## src/rtl/mem_arbiter.sv

```systemverilog
// Single-port RAM arbiter between a CPU load/store port and an external loader/debug port.
// Define MEM_ARB_ROUND_ROBIN_EN to alternate contested grants; default build uses fixed CPU priority.
module mem_arbiter #(
    parameter int ADDR_W       = 12,
    parameter int DATA_W       = 16,
    parameter int EXT_MAX_WAIT = 8
) (
    input  logic              clk,
    input  logic              reset,
    input  logic              cpu_rd,
    input  logic              cpu_wr,
    input  logic [ADDR_W-1:0] cpu_addr,
    input  logic [DATA_W-1:0] cpu_wdata,
    output logic [DATA_W-1:0] cpu_rdata,
    output logic              cpu_stall,
    input  logic              ext_req,
    input  logic              ext_we,
    input  logic [ADDR_W-1:0] ext_addr,
    input  logic [DATA_W-1:0] ext_wdata,
    output logic              ext_gnt,
    output logic [DATA_W-1:0] ext_rdata,
    output logic              ext_rvalid,
    output logic              ram_rd,
    output logic              ram_wr,
    output logic [ADDR_W-1:0] ram_addr,
    output logic [DATA_W-1:0] ram_wdata,
    input  logic [DATA_W-1:0] ram_rdata
);

    localparam int WAIT_W = (EXT_MAX_WAIT < 1) ? 1 : $clog2(EXT_MAX_WAIT + 1);

    typedef enum logic [0:0] {
        ARB       = 1'b0,
        CPU_RDATA = 1'b1
    } state_t;

    state_t            state_q, state_d;
    logic [WAIT_W-1:0] wait_q, wait_d;
    logic              rd_pend_q, rd_pend_d;
    logic              rd_ext_q, rd_ext_d;
    logic [DATA_W-1:0] cpu_rdata_q, cpu_rdata_d;

    logic run;
    logic in_arb;
    logic cpu_req;
    logic force_ext;
    logic ext_pref;
    logic cpu_gnt;
    logic ext_gnt_w;
    logic cpu_ret;

`ifdef MEM_ARB_ROUND_ROBIN_EN
    logic last_ext_q, last_ext_d;
`endif

    // Grant decision; every output is forced low while reset is held.
    always_comb begin
        run       = reset;
        in_arb    = (state_q == ARB);
        cpu_req   = cpu_rd | cpu_wr;
        force_ext = (wait_q == WAIT_W'(EXT_MAX_WAIT));
`ifdef MEM_ARB_ROUND_ROBIN_EN
        ext_pref  = force_ext | ~last_ext_q;
`else
        ext_pref  = force_ext;
`endif
        cpu_gnt   = run & in_arb & cpu_req & ~(ext_req & ext_pref);
        ext_gnt_w = run & ext_req & ~cpu_gnt;
        cpu_ret   = run & (state_q == CPU_RDATA) & rd_pend_q & ~rd_ext_q;
    end

    always_comb begin
        ram_rd    = 1'b0;
        ram_wr    = 1'b0;
        ram_addr  = '0;
        ram_wdata = '0;
        if (cpu_gnt) begin
            ram_wr   = cpu_wr;
            ram_rd   = ~cpu_wr;
            ram_addr = cpu_addr;
            if (cpu_wr) begin
                ram_wdata = cpu_wdata;
            end
        end else if (ext_gnt_w) begin
            ram_wr   = ext_we;
            ram_rd   = ~ext_we;
            ram_addr = ext_addr;
            if (ext_we) begin
                ram_wdata = ext_wdata;
            end
        end

        ext_gnt    = ext_gnt_w;
        cpu_stall  = run & in_arb & cpu_req & (~cpu_gnt | ~cpu_wr);
        ext_rvalid = run & rd_pend_q & rd_ext_q;
        ext_rdata  = ext_rvalid ? ram_rdata : '0;

        // cpu_rdata is a holding register, transparent only in the return cycle.
        if (!run) begin
            cpu_rdata_d = '0;
        end else if (cpu_ret) begin
            cpu_rdata_d = ram_rdata;
        end else begin
            cpu_rdata_d = cpu_rdata_q;
        end
        cpu_rdata = cpu_rdata_d;
    end

    always_comb begin
        state_d = state_q;
        case (state_q)
            ARB:       if (cpu_gnt && !cpu_wr) state_d = CPU_RDATA;
            CPU_RDATA: state_d = ARB;
            default:   state_d = ARB;
        endcase

        rd_pend_d = (cpu_gnt & ~cpu_wr) | (ext_gnt_w & ~ext_we);
        rd_ext_d  = ext_gnt_w & ~ext_we;

        if (!ext_req || ext_gnt_w) begin
            wait_d = '0;
        end else if (!force_ext) begin
            wait_d = wait_q + WAIT_W'(1);
        end else begin
            wait_d = wait_q;
        end

`ifdef MEM_ARB_ROUND_ROBIN_EN
        last_ext_d = last_ext_q;
        if (run && in_arb && cpu_req && ext_req) begin
            last_ext_d = ext_gnt_w;
        end
`endif
    end

    always_ff @(posedge clk) begin
        if (!reset) begin
            state_q     <= ARB;
            wait_q      <= '0;
            rd_pend_q   <= 1'b0;
            rd_ext_q    <= 1'b0;
            cpu_rdata_q <= '0;
`ifdef MEM_ARB_ROUND_ROBIN_EN
            last_ext_q  <= 1'b1;
`endif
        end else begin
            state_q     <= state_d;
            wait_q      <= wait_d;
            rd_pend_q   <= rd_pend_d;
            rd_ext_q    <= rd_ext_d;
            cpu_rdata_q <= cpu_rdata_d;
`ifdef MEM_ARB_ROUND_ROBIN_EN
            last_ext_q  <= last_ext_d;
`endif
        end
    end

endmodule

```

## config.mk

```make
export PLATFORM = sky130hd
export DESIGN_NAME = mem_arbiter
export DESIGN_NICKNAME = d
export VERILOG_FILES = /design/src/rtl/mem_arbiter.sv
export SDC_FILE = /design/constraint.sdc
export NUM_CORES = 1
export LEC_CHECK = 0
export ABC_AREA = 0
export BUFFER_PORTS_ARGS = -buffer_cell sky130_fd_sc_hd__buf_2
export CORE_AREA = 2 2 68 70
export CTS_BUF_LIST = sky130_fd_sc_hd__clkbuf_4 sky130_fd_sc_hd__clkbuf_8 sky130_fd_sc_hd__clkbuf_16
export DETAILED_ROUTE_END_ITERATION = 7
export DIE_AREA = 0 0 70 72
export PLACE_DENSITY = 0.79
export SLEW_MARGIN = 30
export SYNTH_ARGS = -nofsm -noshare
export SYNTH_HDL_FRONTEND = slang
export SYNTH_SLANG_ARGS = --single-unit
```

## constraint.sdc

```tcl
create_clock -name clk -period 2 [get_ports clk]
set_input_delay 0.2 -clock clk [delete_from_list [all_inputs] [get_ports clk]]
set_output_delay 0.2 -clock clk [all_outputs]
set_load 0.02 [all_outputs]
```

Yosys cells after proc, flatten, opt, wreduce, memory -nomap -nowiden
Cells that the tools add are included.
Widths: inputs -> output; s select.
Cells by class
  add/subtract/negate cells: 1
  multiply operators: 0
  divide/modulo/power cells: 0
  magnitude comparators: 0
  equal/unequal tests: 1
  shift-type cells: 0
  multiplexer cells: 15
  bitwise logic cells: 24
  reductions and logical operators: 5
Operator list (count)
  $mux 16: 7
  $mux 12: 2
  $and 1x1->1: 14
  $not 1->1: 7
  $mux 1: 5
  $add 4x1->4 const B: 1
  $eq 4x4->1 const B: 1
  $or 1x1->1: 3
  $logic_not 1->1: 2
  $pmux 1 s2: 1
  $reduce_or 2->1: 1
  $logic_and 1x1->1: 1
  $logic_or 1x1->1: 1
Word-level totals
  bits in registers: 23
  latch bits: 0
  memory bits (writable): 0
  bits in read-only memories: 0
  bits of input ports: 78
  output and inout bits: 65
  logic and storage cells: 51
  memories: 0

Depth between registers and ports, before layout
Gate-level depths: netlist of the first run.
  depth after elaboration: 8
  mapped depth: 7
  depth with buffers taken out: 5

Worst setup path after synthesis of the first run
OpenSTA, ideal clock, no wires.
  path type: register to output
  start point: register wait_q[0]
  end point: output port ram_wdata[10]
  data arrival time: 1.470 ns
  data required time: 1.800 ns
  path slack: 0.330 ns
  stages on the path, launching flop included: 7
  buffers on the path: 1
  cell sequence: dfxtp_1 -> inv_1 -> ha_1 -> nand3b_4 -> a311oi_4 -> buf_6 -> a22o_2
Between the ends
  longest elaborated chain between the ends: 8
RTL lines
  from (decl): RTL line 38  | logic [WAIT_W-1:0] wait_q, wait_d;
  from (signal assigned): RTL line 148  | wait_q <= wait_d;
  $eq 4x4->1 *: RTL line 61  | force_ext = (wait_q == WAIT_W'(EXT_MAX_WAIT));
  $and 1x1->1 *: RTL line 67  | cpu_gnt = run & in_arb & cpu_req & ~(ext_req & ext_pref);
  $not 1->1 *: RTL line 67
  $and 1x1->1 *: RTL line 67
  $not 1->1: RTL line 68  | ext_gnt_w = run & ext_req & ~cpu_gnt;
  $and 1x1->1: RTL line 68
  $mux 16: RTL line 84  | end else if (ext_gnt_w) begin
  $mux 16 *: RTL line 77  | if (cpu_gnt) begin
  to (decl): RTL line 26  | output logic [DATA_W-1:0] ram_wdata,
Every way passes the cells marked *; elsewhere a longest branch is shown, timed or not.

Worst setup path after layout of the first run
  start point: register wait_q[1]
  end point: output port ram_wdata[10]
The elaborated chain is that of the path after synthesis.

==> flow_metrics.tcl, run 1 <==
set metrics [dict create \
    core_mm2 0.00426 \
    die_h_um 72 \
    peakVddDrop_uv 224 \
    grt_max_degree 19 \
    row_count 24 \
    drc 0 \
    powerDensity_mw_per_mm2 445 \
    swShare_pct 30.0 \
    layoutNonFillerInstCount 376 \
    slew_headroom_pct 69.3 \
    maxCapViolCount 0 \
    grt_pass1_vias 1607 \
    vias 1862 \
    synth_cell_types 29 \
    grtUsageMet1_pct 16.6 \
    syn2layout_area_growth_pct 60.9 \
    min_period_ns 1.95 \
    timing.final.crit_share_pct 97.7 \
    root_buffer "clkbuf_8" \
    avgSynthCellArea_um2 8.66 \
    holdPathStages 3 \
    antenna_found_initial 0 \
    synthMuxAreaShare_pct 0 \
    track_usage_pct 16.5 \
    htree_levels 1 \
    post-place-ws_ns 0.0859 \
    synth_warnings 0 \
    hold_path_class "in -> reg" \
    numPlacedInstances 366 \
    synth-main-ff-cell "dfxtp_1" \
    drtAntennaViolNets 0 \
    crit_family "compound AO/OA/AOI/OAI gates" \
    dr.pass1.iters 4 \
    worstSetupEndpointType "output pin" \
    diodes 0 \
    die_x_um 70 \
    gp_congestion 0.831 \
    worst-path-max-fanout 8 \
    gr-usage-met2_pct 34.4 \
    ys_ff_latch 23 \
    start_kind "flip-flop" \
    grt_setup_unrepaired "yes" \
    synth-edff-count 0 \
    synthArstFlopShare_pct 0 \
    slowest_stage "a311oi_4" \
    synth-compound-area-share_pct 36.1 \
    routed_wl_um 4830 \
    run_status "finished clean" \
    synth_xor_area_share_pct 1.12 \
    overflow 0 \
    switchingPower_w 0.000334 \
    final_area_mm2 0.00251 \
    hold_slack_ns 0.204 \
    numPortBuffers 142 \
    leakagePower_nw 1.28 \
    worstPathArrival_ns 1.75 \
    crit_type "reg -> out" \
    hold_violations 0 \
    cts_tree "built" \
    p_int_w 0.000782 \
    seq_area_frac_synth_pct 29.5 \
    worstPathCellList "inv_2 > ha_4 > nand3b_4 > a311oi_4 > buf_6 > a22o_2 > buf_6" \
    fmax_mhz 512 \
    dieArea_mm2 0.00504 \
    worst_pin_slew_ns 0.461 \
    grt_pass1_wl_um 6870 \
    cts.sinks 23 \
    ios 143 \
    synth-simple-area-share_pct 23.7 \
    cpMostUsedCell "buf_6" \
    post_dp_cell_area_mm2 0.00228 \
    numCtsBuffers 3 \
    viasPerCell 4.95 \
    synthAdderAreaFrac_pct 1.61 \
    initial_core_util_pct 36.6 \
    final_core_util_pct 58.8 \
    crit_required_ns 1.80 \
    synth_area_mm2 0.00156 \
    clkPwrFrac_pct 26.3 \
    comb_power_share_pct 31.7 \
    cp.depth 7 \
    busiest_layer "met2" \
    dpl.hpwl_um 3730 \
    post_drt_wl_per_cell_um 12.8 \
    fin_nets 405 \
    drt-initial-drc-count 42 \
    worst_slack_ns 0.0460 \
    clk_path_buf_depth 2 \
    synth_nets 260 \
    skew_ns 0.00276 \
    synth_top_family_by_area "compound AO/OA/AOI/OAI gates" \
    use_met3_pct 3.06 \
    finalSetupViolCount 0 \
    drv_slew 0 \
    cpPeakStageDelay_ns 0.38 \
    critPathBufInv 3 \
    worstRegToRegCells 7 \
    drive_gt1_share_pct 56.5 \
    worstSkewPairLatency_ns 0.26 \
    clk_pin_slew_ns 0.09 \
    syn_inst 180 \
    power.share.sequential_pct 41.9 \
]
[path summary, 6_finish.rpt]
kind	from	end	slack [ns]
max	wait_q[1]	ram_wdata[10]	0.05
min	ram_rdata[7]	cpu_rdata_q[7]	0.20
max reg2reg	wait_q[1]	rd_ext_q	0.68
min reg2reg	cpu_rdata_q[8]	cpu_rdata_q[8]	0.46
[metrics by stage]
stage                     total power [W]  setup TNS, ns
after floorplan                  0.000667              0
after global placement           0.000792              0
after detailed placement         0.000795              0
after CTS                         0.00109              0
after global routing              0.00118         -0.398
final                             0.00112              0
[logic make-up (layout without fill, tap and decap cells)]
kind of cell,after synthesis,in the layout
compound gates,64,64
xor+xnor,2,2
fa+ha+maj,2,2
buf+inv,20,164
flops,23,23
simple gates,69,69
[routing by layer]
layer,vias up,share of wire [%]
met5,-,0
met4,0,2.3
met1,844,37
met3,8,7.1
li1,931,-
met2,79,53
[synthesized netlist by cell type (all sizes together), types with 2 or more instances]
cell type	number	area, um2
nand2	34	130
a21boi	32	240
a22o	30	275
dfxtp	23	460
and2	18	113
buf	8	77.6
clkbuf	7	27.5
inv	5	18.8
nor3	4	20.0
and3	3	20.0
ha	2	25.0
nand3	2	10.0
nand4b	2	17.5
or2	2	15.0
[registers in the layout, indices dropped and copies added (netlist names)]
register,flops
rd_pend_q,1
wait_q,4
rd_ext_q,1
cpu_rdata_q,16
state_q,1
[cell type report]
type,instances,area [um2]
clock inverter,1,7.51
tap,52,65.1
clock buffer,3,41.3
fill,401,1760
inverter,5,21.3
sequential,23,465
timing repair buffer,155,912
multi-input combinational,137,996
[cell usage in the layout, fill, tap and decap left out, drive strengths merged, types with 2 or more instances in the layout]
master	count
and3	3
nand4b	2
nand2	34
nor3	4
inv	5
nand3	2
and2	18
a21boi	32
buf	155
or2	2
ha	2
clkbuf	3
a22o	30
dfxtp	23
[power groups by stage]
| stage | clock, W | combinational, W | sequential, W |
|---|---|---|---|
| after floorplan | 0 | 0.000189 | 0.000478 |
| after global placement | 0 | 0.000313 | 0.000479 |
| after detailed placement | 0 | 0.000316 | 0.000479 |
| after CTS | 0.000304 | 0.000322 | 0.000468 |
| after global routing | 0.000326 | 0.000380 | 0.000469 |
| final | 0.000294 | 0.000354 | 0.000468 |
[worst reg2reg max path: cells and delay by family, from the launching register on]
family / cells / cell delay, ns
buffers and inverters: 3 / 0.39
flip-flops: 1 / 0.34
AND/OR/NAND/NOR: 2 / 0.21
AO/OA/AOI/OAI: 1 / 0.18
adder cells (fa/ha/maj): 1 / 0.15
[timing repair]
| action | CTS | global route |
|---|---|---|
| gates resized for setup | 7 | 36 |
| hold buffers | 0 | 0 |
| setup buffers | 0 | 4 |
| setup endpoints to repair | 31 | 30 |
| pin swaps | 2 | 4 |
| gates cloned | 1 | 1 |
Note: power is estimated with default switching activity, not from simulation.
==> inputs of run 2 (changes only) <==
--- a/config.mk
+++ b/config.mk
@@ -11,6 +11,7 @@
 export CTS_BUF_LIST = sky130_fd_sc_hd__clkbuf_4 sky130_fd_sc_hd__clkbuf_8 sky130_fd_sc_hd__clkbuf_16
 export DETAILED_ROUTE_END_ITERATION = 7
 export DIE_AREA = 0 0 70 72
+export MAX_ROUTING_LAYER = met4
 export PLACE_DENSITY = 0.79
 export SLEW_MARGIN = 30
 export SYNTH_ARGS = -nofsm -noshare
==> run 2 against run 1 <==
  * First-iteration DRC count increased by 9.5%
  * Clock skew hardly changed
  * Sequential power about the same
  * Combinational power is essentially flat
  * Global-route usage grew 0.46 points
  * Register-to-register slack hardly changed
  * Cell area grew 0.45%
  * Wire length up 0.56%
  * Worst hold slack about the same
  * Critical path type unchanged
  * Critical endpoint is now ram_wdata[4]
  * Largest power group unchanged
  * Highest routed layer unchanged
==> flow_metrics.tcl, run 2 (same netlist as run 1, synthesis figures left out) <==
set metrics [dict create \
    grt_pass1_wl_um 6870 \
    drv_slew 0 \
    crit_type "reg -> out" \
    timing.final.crit_share_pct 98.0 \
    htree_levels 1 \
    ios 143 \
    clk_pin_slew_ns 0.09 \
    drtAntennaViolNets 0 \
    worst-path-max-fanout 5 \
    numCtsBuffers 3 \
    grt_setup_unrepaired "yes" \
    maxCapViolCount 0 \
    grt_max_degree 19 \
    core_mm2 0.00426 \
    worstPathCellList "inv_2 > ha_4 > nand3b_4 > a311oi_4 > buf_6 > a22o_1 > buf_4" \
    cts_tree "built" \
    hold_violations 0 \
    numPortBuffers 142 \
    skew_ns 0.00308 \
    fmax_mhz 510 \
    cpPeakStageDelay_ns 0.37 \
    crit_family "compound AO/OA/AOI/OAI gates" \
    diodes 0 \
    viasPerCell 4.97 \
    cts.sinks 23 \
    min_period_ns 1.96 \
    swShare_pct 29.9 \
    switchingPower_w 0.000333 \
    final_core_util_pct 59.1 \
    run_status "finished clean" \
    clkPwrFrac_pct 26.2 \
    worstSkewPairLatency_ns 0.26 \
    top_register "cpu_rdata_q" \
    p_int_w 0.000782 \
    powerDensity_mw_per_mm2 443 \
    initial_core_util_pct 36.6 \
    start_kind "flip-flop" \
    dieArea_mm2 0.00504 \
    final_cell_mix "buf_2, nand2_1, a21boi_0" \
    hold_path_class "in -> reg" \
    worstSetupEndpointType "output pin" \
    dr.pass1.iters 4 \
    r2r_slack_ns 0.68 \
    leakagePower_nw 1.28 \
    drc 0 \
    final_area_mm2 0.00252 \
    syn2layout_area_growth_pct 61.6 \
    slew_headroom_pct 69.3 \
    layoutNonFillerInstCount 377 \
    final_common_cell "buf_2" \
    grt_pass1_vias 1610 \
    track_usage_pct 17.0 \
    root_buffer "clkbuf_8" \
    critPathBufInv 3 \
    finalSetupTns_ns 0 \
    drt-initial-drc-count 46 \
    crit_required_ns 1.80 \
    die_h_um 72 \
    gp_congestion 0.844 \
    finalSetupViolCount 0 \
    largest_register_ffs 16 \
    top_regs "cpu_rdata_q: 16 flops, wait_q: 4 flops" \
    numPlacedInstances 366 \
    fin_nets 406 \
    post_drt_wl_per_cell_um 12.9 \
    dpl.hpwl_um 3730 \
    slowest_stage "a311oi_4" \
    worst_pin_slew_ns 0.460 \
    worstPathArrival_ns 1.76 \
    clk_path_buf_depth 2 \
    antenna_found_initial 0 \
    vias 1872 \
    overflow 0 \
    drive_gt1_share_pct 56.6 \
    comb_power_share_pct 31.8 \
    peakVddDrop_uv 223 \
    post_dp_cell_area_mm2 0.00228 \
    power.share.sequential_pct 41.9 \
    row_count 24 \
    routed_wl_um 4860 \
    die_x_um 70 \
]
[run 2: changes by cell type in the layout (fill, tap and decap cells not counted), sizes merged]
cell / previous run / this run
buf: 155 / 156
[run 2: power groups by stage]
stage	combinational, W	clock (W)	sequential, W
floorplan	0.000189	0	0.000478
global placement	0.000313	0	0.000479
detailed placement	0.000316	0	0.000479
finish	0.000355	0.000293	0.000468
global route	0.000381	0.000322	0.000469
CTS	0.000322	0.000304	0.000468
[run 2: final cells by class]
class                   count  area, um2
repair buffers            156        923
clock inverters             1       7.51
well taps                  52       65.1
inverters                   5       21.3
multi-input cells         137        996
clock buffers               3       41.3
fillers                   408       1740
flip-flops and latches     23        465
[run 2: final timing paths]
path / to / depth (start not counted) / startpoint
worst min register to register: cpu_rdata_q[8] / 2 / cpu_rdata_q[8]
worst max register to register: rd_pend_q / 5 / wait_q[1]
worst max-delay path: ram_wdata[4] / 7 / wait_q[1]
worst min-delay path: cpu_rdata_q[7] / 3 / ram_rdata[7]
[run 2: tightest hold or removal path: cells and delay by family]
kind	cells	cell delay, ns
compound gates	1	0.07
simple gates	1	0.06
buf+inv	1	0.10
[run 2: metrics by stage]
| step | hold WS (ns) | power, W | setup WS (ns) |
|---|---|---|---|
| after floorplan | 0.352 | 0.000667 | 0.330 |
| after global placement | 0.443 | 0.000792 | 0.154 |
| after detailed placement | 0.454 | 0.000795 | 0.0859 |
| after CTS | 0.203 | 0.00109 | 0.00839 |
| after global routing | 0.207 | 0.00117 | -0.0575 |
| final | 0.205 | 0.00112 | 0.0406 |
[run 2: routing by layer]
layer | GRT usage (%) | part of all wire, % | vias up
li1 | - | - | 931
met1 | 17.1 | 37 | 854
met2 | 34.4 | 55 | 83
met3 | 2.08 | 6.5 | 4
met4 | 4.49 | 1.3 | 0
met5 | - | 0 | -
[run 2: repair_timing]
action	4_1_cts	5_1_grt
buffers inserted	0	5
setup endpoints to repair	31	30
resized for setup	7	37
pin swaps	2	4
cloned	1	1
hold buffers	0	0
==> inputs of run 3 (changes only) <==
--- a/config.mk
+++ b/config.mk
@@ -5,14 +5,14 @@
 export SDC_FILE = /design/constraint.sdc
 export NUM_CORES = 1
 export LEC_CHECK = 0
-export ABC_AREA = 0
+export ABC_AREA = 1
 export BUFFER_PORTS_ARGS = -buffer_cell sky130_fd_sc_hd__buf_2
-export CORE_AREA = 2 2 68 70
+export CORE_AREA = 2 2 72 74
 export CTS_BUF_LIST = sky130_fd_sc_hd__clkbuf_4 sky130_fd_sc_hd__clkbuf_8 sky130_fd_sc_hd__clkbuf_16
 export DETAILED_ROUTE_END_ITERATION = 7
-export DIE_AREA = 0 0 70 72
+export DIE_AREA = 0 0 74 76
 export MAX_ROUTING_LAYER = met4
-export PLACE_DENSITY = 0.79
+export PLACE_DENSITY = 0.8
 export SLEW_MARGIN = 30
 export SYNTH_ARGS = -nofsm -noshare
 export SYNTH_HDL_FRONTEND = slang
==> run 3 against run 2 <==
  * Global-route usage grew 2.7 points
  * First-iteration DRC count up 39%
  * Worst hold slack better by 0.0083 ns
  * Highest routed layer unchanged
  * Non-clock buffer count decreased by 4
  * Largest power group unchanged
  * Core utilization shrank 3.1 points
  * Synthesized area rose by 25%
  * Cell area increased by 9.2%
  * Wire length up 9.3%
  * Clock skew rose by 0.0024 ns
  * Die area increased by 12%
  * Final cell count increased by 41%
  * Synthesized cell count is 81% higher
==> flow_metrics.tcl, run 3 <==
set metrics [dict create \
    die_h_um 76 \
    dr.pass1.iters 4 \
    clkPwrFrac_pct 24.1 \
    swShare_pct 32.7 \
    numPortBuffers 142 \
    final_area_mm2 0.00275 \
    synth-edff-count 0 \
    synth_area_mm2 0.00195 \
    synthArstFlopShare_pct 0 \
    syn_inst 325 \
    drt-initial-drc-count 64 \
    timing.final.crit_share_pct 93.6 \
    ios 143 \
    drive_gt1_share_pct 41.1 \
    vias 2400 \
    dpl.hpwl_um 4320 \
    run_status "finished clean" \
    cpPeakStageDelay_ns 0.34 \
    cts_tree "built" \
    diodes 0 \
    comb_power_share_pct 34.5 \
    hold_violations 0 \
    fill_cells 472 \
    worstRegToRegCells 6 \
    gp_congestion 0.807 \
    grt_pass1_wl_um 8990 \
    crit_type "reg -> out" \
    syn2layout_area_growth_pct 41.0 \
    powerDensity_mw_per_mm2 415 \
    power.total_w 0.00114 \
    post_drt_wl_per_cell_um 10.0 \
    drv_slew 0 \
    die_x_um 74 \
    dieArea_mm2 0.00562 \
    power.share.sequential_pct 41.4 \
    final_core_util_pct 56.0 \
    largest_register_ffs 16 \
    r2r_slack_ns 0.67 \
    fin_nets 541 \
    yosys-top-cells-area "dfxtp_1, nand2_1, nand3_1" \
    top_regs "cpu_rdata_q: 16 flops, wait_q: 4 flops" \
    initial_core_util_pct 39.7 \
    clk_path_buf_depth 2 \
    track_usage_pct 19.6 \
    drc 0 \
    row_count 26 \
    crit_family "simple AND/OR/NAND/NOR gates" \
    peakVddDrop_uv 242 \
    hp-start "ram_rdata[10]" \
    final_common_cell "buf_2" \
    drtAntennaViolNets 0 \
    multiInputGateArea_mm2 0.00117 \
    start_kind "flip-flop" \
    ff_latch_area_um2 460 \
    grt_max_degree 33 \
    top_register "cpu_rdata_q" \
    grt_pass1_vias 2265 \
    post_dp_cell_area_mm2 0.00266 \
    worstPathCellList "inv_1 > ha_2 > nand4_4 > nand2_4 > buf_12 > nand3_1 > nand2_1 > buf_2" \
    maxCapViolCount 0 \
    clk_pin_slew_ns 0.08 \
    numCtsBuffers 3 \
    finalSetupViolCount 0 \
    antenna_found_initial 0 \
    cts_hold_buf 0 \
    min_to "cpu_rdata_q[10]" \
    fmax_mhz 534 \
    worst_pin_slew_ns 0.323 \
    ys_ff_latch 23 \
    synth_top_area_cell "dfxtp_1" \
    p_int_w 0.000767 \
    worstSetupEndpointType "output pin" \
    min_period_ns 1.87 \
    routed_wl_um 5310 \
    hold_path_class "in -> reg" \
    r2r-end "wait_q[2]" \
    worstPathArrival_ns 1.67 \
    leakagePower_nw 1.76 \
    crit_required_ns 1.80 \
    overflow 0 \
    worst-path-max-fanout 10 \
    final_cell_mix "buf_2, nand2_1, nor2_1" \
    synth_top_area_share_pct 23.6 \
    skew_ns 0.00546 \
    switchingPower_w 0.000373 \
    seq_area_frac_synth_pct 23.6 \
    core_mm2 0.00491 \
    critPathBufInv 3 \
    r2r-start "wait_q[0]" \
    synth_cell_types 24 \
    synth-main-ff-cell "dfxtp_1" \
    cts.sinks 23 \
    slowest_stage "dfxtp_1" \
    root_buffer "clkbuf_8" \
    slew_headroom_pct 78.4 \
    synthTopCellsByCount "nand2_1, nor2_1, nand3_1" \
    synth_warnings 0 \
    avgSynthCellArea_um2 6.01 \
    holdPathStages 3 \
    yosysMostFrequentCell "nand2_1" \
    synth_nets 405 \
    viasPerCell 4.53 \
    htree_levels 1 \
    worstSkewPairLatency_ns 0.26 \
]
[run 3: cell count changes after synthesis, sizes merged, moves of 18 or more]
cell,previous run,this run
nor2,1,72
nand3,2,47
nand2,34,78
inv,5,45
a21boi,32,1
a22o,30,0
and2,18,0
[run 3: how the worst max path moves through the flow]
stage / from / end / slack, ns / cells past startpoint
after floorplan: wait_q[0] / cpu_stall / 0.50 / 5
after global placement: wait_q[0] / ram_wr / 0.37 / 8
after detailed placement: wait_q[0] / ram_wdata[2] / 0.30 / 8
after CTS: wait_q[0] / ram_wdata[2] / 0.008 / 8
after global routing: wait_q[0] / ram_rd / -0.01 / 8
final: wait_q[0] / ram_rd / 0.13 / 8
[run 3: cells by family after synthesis]
group,count (synthesis),share of synthesized area [%]
flip-flops,23,23.6
XOR/XNOR,1,0.449
AND/OR/NAND/NOR,216,51.2
AO/OA/AOI/OAI,17,6.41
buffers and inverters,66,17.1
adder cells (fa/ha/maj),2,1.28
[run 3: cell type report]
type	instances	area share (%)
Inverter	45	6.41
Clock buffer	3	1.50
Multi-Input combinational cell	236	42.7
Sequential cell	23	16.7
Tap cell	70	3.18
Clock inverter	1	0.182
Timing Repair Buffer	152	29.3
[run 3: metal layers]
layer  track usage [%]  part of all wire (%)  up-vias
li1                  -                     -     1265
met1              21.1                    42     1018
met2              36.8                    50      111
met3              2.12                   7.6        6
met4              5.64                  0.98        0
met5                 -                     0        -
[run 3: per-stage QoR]
step / worst slack [ns] / setup TNS [ns] / hold slack (ns) / instances
after floorplan: 0.500 / 0 / 0.345 / 325
final: 0.128 / 0 / 0.213 / 530
after CTS: 0.00759 / 0 / 0.212 / 529
after global placement: 0.367 / 0 / 0.449 / 525
after detailed placement: 0.301 / 0 / 0.460 / 525
after global routing: -0.0107 / -0.0413 / 0.209 / 530
[run 3: power groups by stage]
stage	Clock [W]	Combinational (W)	Sequential [W]
2_1_floorplan	0	0.000244	0.000482
3_3_place_gp	0	0.000381	0.000483
3_5_place_dp	0	0.000387	0.000483
4_1_cts	0.000287	0.000388	0.000472
5_1_grt	0.000311	0.000439	0.000473
6_report	0.000275	0.000393	0.000472
[run 3: worst reg2reg max path: stages (launching register included)]
cell and delay, ns:
dfxtp_1 0.37, inv_1 0.08, ha_2 0.21, nand4_4 0.13
buf_8 0.17, nand3_1 0.16, nor2_1 0.14
[run 3: timing repair]
action,CTS,global route
hold endpoints to repair,0,0
setup buffers,0,1
resized for setup,0,5
endpoints found under the setup margin,0,22
